## config.mk

```make
export PLATFORM = sky130hd
export DESIGN_NAME = dcache_bank_arbiter
export DESIGN_NICKNAME = d
export VERILOG_FILES = /design/src/rtl/dcache_bank_arbiter.sv
export SDC_FILE = /design/constraint.sdc
export NUM_CORES = 1
export LEC_CHECK = 0
export CAP_MARGIN = 20
export CORE_AREA = 2 2 428 430
export CTS_CLUSTER_DIAMETER = 150
export DETAILED_ROUTE_END_ITERATION = 16
export DIE_AREA = 0 0 430 432
export GPL_ROUTABILITY_DRIVEN = 0
export SYNTH_ARGS = -nofsm -noshare
export SYNTH_HDL_FRONTEND = slang
export SYNTH_SLANG_ARGS = --single-unit
```

## constraint.sdc

```tcl
create_clock -name clk -period 2.7 [get_ports clk]
set_clock_uncertainty 0.15 [all_clocks]
set_input_delay 0.27 -clock clk [delete_from_list [all_inputs] [get_ports clk]]
set_output_delay 0.27 -clock clk [all_outputs]
set_load 0.1 [all_outputs]
```

## src/rtl/dcache_bank_arbiter.sv

```systemverilog
// Data-cache bank arbiter: steers one full-line write or up to two reads onto
// BANK_NUM single-port 64-bit SRAM banks, with registered bank controls and in-order read responses.
module dcache_bank_arbiter #(
    parameter int unsigned BANK_NUM      = 4,
    parameter int unsigned IDX_WIDTH     = 7,
    parameter int unsigned MAX_WR_STREAK = 4
) (
    input  logic                               clk,
    input  logic                               s_rst,
    input  logic [1:0]                         rd_valid_i,
    input  logic [1:0][31:0]                   rd_addr_i,
    output logic [1:0]                         rd_ready_o,
    input  logic                               wr_valid_i,
    input  logic [31:0]                        wr_addr_i,
    input  logic [BANK_NUM*64-1:0]             wr_data_i,
    input  logic [BANK_NUM*8-1:0]              wr_strb_i,
    output logic                               wr_ready_o,
    output logic [BANK_NUM-1:0]                bank_en_o,
    output logic [BANK_NUM-1:0]                bank_we_o,
    output logic [BANK_NUM-1:0][IDX_WIDTH-1:0] bank_addr_o,
    output logic [BANK_NUM-1:0][63:0]          bank_wdata_o,
    output logic [BANK_NUM-1:0][7:0]           bank_wstrb_o,
    input  logic [BANK_NUM-1:0][63:0]          bank_rdata_i,
    output logic [1:0]                         rd_resp_valid_o,
    output logic [1:0][63:0]                   rd_resp_data_o
);

    localparam int unsigned OFFSET_WIDTH = $clog2(BANK_NUM * 8);
    localparam int unsigned SEL_W        = OFFSET_WIDTH - 3;
    localparam int unsigned IDX_HI       = OFFSET_WIDTH + IDX_WIDTH;
    localparam int unsigned STREAK_W     = $clog2(MAX_WR_STREAK + 1);

    logic [1:0][SEL_W-1:0]     rd_sel;
    logic [1:0][IDX_WIDTH-1:0] rd_idx;
    logic [IDX_WIDTH-1:0]      wr_idx;
    logic                      unused_addr_bits;

    logic                any_rd;
    logic                streak_full;
    logic                rd_conflict;
    logic                wr_gnt;
    logic [1:0]          rd_gnt;
    logic                rr_q, rr_d;
    logic [STREAK_W-1:0] streak_q, streak_d;

    logic [BANK_NUM-1:0]                bank_en_q, bank_en_d;
    logic [BANK_NUM-1:0]                bank_we_q, bank_we_d;
    logic [BANK_NUM-1:0][IDX_WIDTH-1:0] bank_addr_q, bank_addr_d;
    logic [BANK_NUM-1:0][63:0]          bank_wdata_q, bank_wdata_d;
    logic [BANK_NUM-1:0][7:0]           bank_wstrb_q, bank_wstrb_d;

    logic [1:0]            rsp_v1_q, rsp_v2_q;
    logic [1:0][SEL_W-1:0] rsp_sel1_q, rsp_sel2_q;

    // Address decode: bank select sits just above the 8-byte word offset.
    always_comb begin
        for (int p = 0; p < 2; p++) begin
            rd_sel[p] = rd_addr_i[p][OFFSET_WIDTH-1:3];
            rd_idx[p] = rd_addr_i[p][IDX_HI-1:OFFSET_WIDTH];
        end
        wr_idx = wr_addr_i[IDX_HI-1:OFFSET_WIDTH];
    end

    assign unused_addr_bits = ^{rd_addr_i[0][31:IDX_HI], rd_addr_i[0][2:0],
                                rd_addr_i[1][31:IDX_HI], rd_addr_i[1][2:0],
                                wr_addr_i[31:IDX_HI], wr_addr_i[OFFSET_WIDTH-1:0]};

    // Grant decision: the write wins unless it has starved a pending read for MAX_WR_STREAK cycles.
    always_comb begin
        any_rd      = |rd_valid_i;
        streak_full = (streak_q == STREAK_W'(MAX_WR_STREAK));
        wr_gnt      = ~s_rst & wr_valid_i & (~any_rd | ~streak_full);
        rd_conflict = (&rd_valid_i) & (rd_sel[0] == rd_sel[1]) & (rd_idx[0] != rd_idx[1]);
        rd_gnt      = '0;
        rr_d        = rr_q;
        streak_d    = '0;
        if (!s_rst && !wr_gnt) begin
            if (rd_conflict) begin
                rd_gnt[rr_q] = 1'b1;
                rr_d         = ~rr_q;
            end else begin
                rd_gnt = rd_valid_i;
            end
        end
        if (wr_gnt) begin
            streak_d = (any_rd && !streak_full) ? streak_q + STREAK_W'(1) : streak_q;
        end
    end

    assign rd_ready_o = rd_gnt;
    assign wr_ready_o = wr_gnt;

    // Next bank command: a write drives every bank, reads drive only their own bank.
    always_comb begin
        bank_en_d    = '0;
        bank_we_d    = '0;
        bank_addr_d  = '0;
        bank_wdata_d = '0;
        bank_wstrb_d = '0;
        if (wr_gnt) begin
            for (int b = 0; b < BANK_NUM; b++) begin
                bank_en_d[b]    = 1'b1;
                bank_we_d[b]    = 1'b1;
                bank_addr_d[b]  = wr_idx;
                bank_wdata_d[b] = wr_data_i[64*b +: 64];
                bank_wstrb_d[b] = wr_strb_i[8*b +: 8];
            end
        end else begin
            for (int p = 0; p < 2; p++) begin
                if (rd_gnt[p]) begin
                    bank_en_d[rd_sel[p]]   = 1'b1;
                    bank_addr_d[rd_sel[p]] = rd_idx[p];
                end
            end
        end
    end

    always_ff @(posedge clk) begin
        if (s_rst) begin
            rr_q         <= 1'b0;
            streak_q     <= '0;
            bank_en_q    <= '0;
            bank_we_q    <= '0;
            bank_addr_q  <= '0;
            bank_wdata_q <= '0;
            bank_wstrb_q <= '0;
            rsp_v1_q     <= '0;
            rsp_v2_q     <= '0;
            rsp_sel1_q   <= '0;
            rsp_sel2_q   <= '0;
        end else begin
            rr_q         <= rr_d;
            streak_q     <= streak_d;
            bank_en_q    <= bank_en_d;
            bank_we_q    <= bank_we_d;
            bank_addr_q  <= bank_addr_d;
            bank_wdata_q <= bank_wdata_d;
            bank_wstrb_q <= bank_wstrb_d;
            rsp_v1_q     <= rd_gnt;
            rsp_v2_q     <= rsp_v1_q;
            rsp_sel1_q   <= rd_sel;
            rsp_sel2_q   <= rsp_sel1_q;
        end
    end

    // Reset blanks every output in the same cycle, not only after the next edge.
    assign bank_en_o       = s_rst ? '0 : bank_en_q;
    assign bank_we_o       = s_rst ? '0 : bank_we_q;
    assign bank_addr_o     = s_rst ? '0 : bank_addr_q;
    assign bank_wdata_o    = s_rst ? '0 : bank_wdata_q;
    assign bank_wstrb_o    = s_rst ? '0 : bank_wstrb_q;
    assign rd_resp_valid_o = s_rst ? '0 : rsp_v2_q;

    // SRAM data arrives the cycle after enable, so the response mux is combinational.
    always_comb begin
        for (int p = 0; p < 2; p++) begin
            rd_resp_data_o[p] = rd_resp_valid_o[p] ? bank_rdata_i[rsp_sel2_q[p]] : 64'h0;
        end
    end

endmodule

```

* Yosys cells after proc, flatten, opt, wreduce, memory -nomap -nowiden
Index checks and enable logic that the tools add are counted.
** Storage, ports and cells
- Flip-flop bits (word level) :: 340
- Output and inout bits :: 457
** Cells by class
- $add $sub $neg :: 1
- Order comparisons :: 8
- Equality and inequality tests :: 3
- Mux-type cells :: 34
- Bitwise logic cells :: 12
- Reduce and logical (&&, ||, !) cells :: 12
** Operator list (number)
- $bmux W64 S2 :: 2
- $mux W256 :: 1
- $mux W64 :: 4
- $mux W28 :: 5
- $mux W32 :: 1
- $and A28 B28 Y28 :: 1
- $bwmux W28 :: 1
- $demux W7 S2 :: 2
- $mux W4 :: 7
- $mux W7 :: 2
- $lt A2 B3 Y1 const B :: 4
- $ne A7 B7 Y1 :: 1
- $mux W2 :: 3
- $logic_and A1 B1 Y1 :: 5
- $not A1 Y1 :: 5
- $and A1 B1 Y1 :: 4
- $demux W1 S2 :: 2
- $ge A2 B1 Y1 const B :: 2
- $or A4 B4 Y4 :: 1
- $reduce_and A2 Y1 :: 2
- $reduce_or A2 Y1 :: 2
- $add A3 B1 Y3 const B :: 1
- $eq A3 B3 Y1 const B :: 1
- $logic_not A1 Y1 :: 3
- other kinds (6) :: 8

* Logic depth before layout (Yosys ltp)
- Word-level depth :: 12
- Gate-level depth with buffers :: 10
- Mapped depth without buffers :: 8

* Worst setup path after synthesis
Ideal clock, no wire load.
- Path type :: input port to output port
- Start point :: input port rd_addr_i[5] (netlist name)
- End point :: output port rd_ready_o[0]
- Data arrival time :: 3.133 ns
- Required time :: 2.280 ns
- Setup slack :: -0.853 ns
- Cell stages on the path :: 5
- Cell sequence :: xnor2_1 -> nand4_2 -> o21ai_0 -> a21oi_1 -> nor3_1
** Between the ends
- Cells in the longest elaborated chain, start to end :: 4
** Ends and longest elaborated chain
- from (decl) :: RTL line 11 : input logic [1:0][31:0] rd_addr_i,
- $ne A7 B7 Y1 :: RTL line 73 : rd_conflict = (&rd_valid_i) & (rd_sel[0] == rd_sel[1]) & (rd_idx[0] != rd_idx[1]);
- $and A1 B1 Y1 :: RTL line 73
- $mux W2 :: RTL line 78 : if (rd_conflict) begin
- $mux W2 :: RTL line 77 : if (!s_rst && !wr_gnt) begin
- to (decl) :: RTL line 12 : output logic [1:0] rd_ready_o,
Every way passes these cells.

==> summary.md <==
- outcome: complete, no violations
- Final Cycle Share: 99.9%
- Syn-to-layout area delta: 121%
- total track usage: 12.0%
- total of max-cap violations: 0
- Min-Delay Path Depth: 2
- Yosys top cell by area: sky130_fd_sc_hd__dfxtp_1
- vias after detailed routing: 15.6k
- startpoint of the worst register-to-register path: streak_q[1]$_SDFFE_PP0P_
- post-route ant nets: 0
- register bit count reported by yosys: 337
- worst-case setup margin in the final layout: 0.00206 ns
- proportion of layout cells with a drive suffix above 1: 32.4%
- power dissipated by switching net loads: 4.73 mW
- RSZ-0062 raised after global routing: yes
- maximum operating frequency: 0.371 GHz
- final critical path time including I/O delays and setup: 2.70 ns
- start point of the worst hold path: wr_data_i[149]
- Cells after Synth: 1440
- Top Ports: 1102
- Peak supply drop: 0.000577 V
- warnings from Yosys: 0
- number of levels in the clock H-tree: 2
- global-route wire length before repair: 149000 um
- total chip power: 15.0 mW
- Seq/Total Area, Yosys: 43.0%
- starting utilization of the core area: 8.64%
- Static Leakage: 13.0 nW
- Crit Path Category: flop to output pin
- most common cell in the netlist: sky130_fd_sc_hd__and2_1
- number of failing setup endpoints in the final timing report: 0
- average wire per standard cell: 23.2 um
- clock transition at the register clock pins on the worst setup and hold paths after CTS: 0.06 ns
- Main synth FF type: sky130_fd_sc_hd__dfxtp_1
- count of unresolved DRC violations after routing: 0
- Post-Syn Nets: 2087
- NumNets Final: 3205
- type of element launching the critical path: flop
- Worst EP arrival: 2.28 ns
- area of the die: 186000 um2
- Worst Tran Pin Value: 0.627 ns
- remaining global-route overflow: 0
- TritonCTS buffer count: 41
- maximum fanout along the worst path: 9
- maximum number of pins on one net before global-route repair: 72
- Final Slew Violations: 0
- critical path required time: 2.28 ns
- Core Area: 182000 um2
- placement-stage worst setup slack: -0.295 ns
- Clk Latency, worst-skew pair: 0.62 ns
- via count of the first global-routing pass: 16.1k
- Reg2Reg Depth: 9
- combined area of all synthesized cells: 15700 um2
- drt initial violations: 670
- internal reg-to-reg setup slack: 0.18 ns
- sort of element at the end of the critical path: output pin
- critical register-to-register path endpoint: bank_wstrb_q[27]$_SDFF_PP0_
- Logic pwr share: 26.6%
- Seq pwr share: 35.2%
- CTS tree: done
- most instantiated cells after synthesis: sky130_fd_sc_hd__and2_1 (423), sky130_fd_sc_hd__dfxtp_1 (337), sky130_fd_sc_hd__nor2b_1 (334)
- clock share of power: 38.2%
- Hold WC Path Type: primary input to flop
- WL final: 116000 um
- fraction of post-synthesis cell area in the top cell type by area: 43.0%
- routed via count divided by cell count: 3.13
- number of antenna violations at the first check in global routing: 99
- router iterations before antenna repair: 5
- share of synthesized flip-flops with an asynchronous set or reset: 0%
- num rows: 157
- total clock sinks: 337
- Power per Cell Area: 431 nW/um2
- max_slew headroom: 58.1%
- post-synthesis average cell area: 10.9 um2
- cell-internal power: 10.3 mW
- Die H: 432 um
- Bufs on Longest Clock Path: 3
- EDFF count, synth: 0
- Port Buffers: 1030
- count of cell types in the netlist: 41
- switching share of power: 31.5%
- end point of the worst hold path: bank_wdata_q[149]$_SDFF_PP0_
- total half-perimeter wirelength after legalization and detailed placement: 98700 um
- clk root buf: sky130_fd_sc_hd__clkbuf_16
- Area contributors post-synth: sky130_fd_sc_hd__dfxtp_1 (43%), sky130_fd_sc_hd__mux4_2 (18%), sky130_fd_sc_hd__and2_1 (17%)
- Die Wd: 430 um
- final-report hold violation count: 0
## critical path, cell delays in order (launching register included)
cell,delay (ns)
sky130_fd_sc_hd__dfxtp_4,0.41
sky130_fd_sc_hd__buf_12,0.16
sky130_fd_sc_hd__buf_4,0.16
sky130_fd_sc_hd__mux4_2,0.56
sky130_fd_sc_hd__and2_4,0.20
sky130_fd_sc_hd__buf_12,0.16
## flip-flops by register name, summed over array words and instances, names as in the netlist
name	count
bank_wdata_q	256
bank_wstrb_q	32
bank_addr_q	28
bank_en_q	4
rsp_sel1_q	4
rsp_sel2_q	4
streak_q	3
rsp_v1_q	2
rsp_v2_q	2
bank_we_q	1
rr_q	1
## cells by family after synthesis
logic type | after synthesis | synth area share [%]
compound gates | 46 | 2.83
xor+xnor | 11 | 0.614
fa+ha+maj | 2 | 0.159
buf+inv | 123 | 3.56
flops | 337 | 43.0
mux | 129 | 18.4
simple gates | 792 | 31.5
## per-stage QoR
step | cells | TNS [ns] | utilization, % | instance area (um2) | hold WS [ns]
final | 4994 | 0 | 19.1 | 34700 | 0.0471
after global routing | 4982 | -1.36 | 19.1 | 34700 | 0.0261
after global placement | 4822 | -8.26 | 17.7 | 32100 | 0.266
after floorplan | 1440 | -0.00278 | - | 15700 | 0.226
after CTS | 4971 | -0.474 | 19.0 | 34500 | 0.000375
after detailed placement | 4822 | -6.76 | 17.7 | 32100 | 0.271
## layer usage
layer | up-vias | global-route usage [%] | wire length, um
li1 | 7032 | - | -
met1 | 7510 | 11.2 | 36700
met2 | 772 | 22.7 | 61800
met3 | 236 | 4.74 | 10900
met4 | 64 | 5.23 | 6070
met5 | - | 0 | 413
## worst max path at each step
stage,from,endpoint,slack (ns),cells after the start
detailed placement,rd_addr_i[11],bank_addr_q[25]$_SDFF_PP0_,-0.30,8
global route,rsp_sel2_q[0]$_SDFF_PP0_,rd_resp_data_o[35],-0.07,5
finish,rsp_sel2_q[0]$_SDFF_PP0_,rd_resp_data_o[4],0.002,5
floorplan,rd_addr_i[5],rd_ready_o[0],-0.003,5
CTS,rsp_sel2_q[0]$_SDFF_PP0_,rd_resp_data_o[35],-0.06,5
global placement,rd_addr_i[11],bank_addr_q[22]$_SDFF_PP0_,-0.34,8
## repair_timing
action | CTS | global route
hold buffers | 57 | 0
hold endpoints to repair | 65 | 0
buffers inserted | 15 | 0
gates resized for setup | 49 | 38
pin swaps | 2 | 2
gates cloned | 4 | 2
setup endpoints to repair | 131 | 81
## power groups by stage
stage	logic, mW	clock network [mW]	registers, mW
floorplan	1.95	0	5.32
global placement	3.80	0	5.40
detailed placement	3.83	0	5.40
CTS	4.01	5.93	5.27
global route	4.14	6.10	5.29
finish	3.98	5.72	5.28
## final cells by class
cell class,instances,area [um2]
diodes,21,52.6
well taps,2385,2980
flip-flops and latches,337,6760
clock inverters,20,219
fillers,19700,147000
clock buffers,53,1170
multi-input cells,980,8560
inverters,6,48.8
repair buffers,1192,14900
## placed cells by master, fill, tap and decap left out, types with 5 or more instances in the layout
cell	synthesis	routed
sky130_fd_sc_hd__clkdlybuf4s50_1	0	572
sky130_fd_sc_hd__nor2_1	6	6
sky130_fd_sc_hd__inv_1	5	5
sky130_fd_sc_hd__nor2b_1	334	331
sky130_fd_sc_hd__and2_4	1	47
sky130_fd_sc_hd__dfxtp_1	337	331
sky130_fd_sc_hd__mux4_2	128	128
sky130_fd_sc_hd__clkinv_2	0	8
sky130_fd_sc_hd__clkbuf_16	0	44
sky130_fd_sc_hd__dlygate4sd3_1	0	57
sky130_fd_sc_hd__xnor2_1	8	6
sky130_fd_sc_hd__nand2_1	7	6
sky130_fd_sc_hd__diode_2	0	21
sky130_fd_sc_hd__a221o_1	28	28
sky130_fd_sc_hd__and2_1	423	377
sky130_fd_sc_hd__clkbuf_8	0	8
sky130_fd_sc_hd__buf_12	0	334
sky130_fd_sc_hd__buf_4	7	212
sky130_fd_sc_hd__buf_16	0	5
Note: power is estimated with default switching activity, not from simulation.
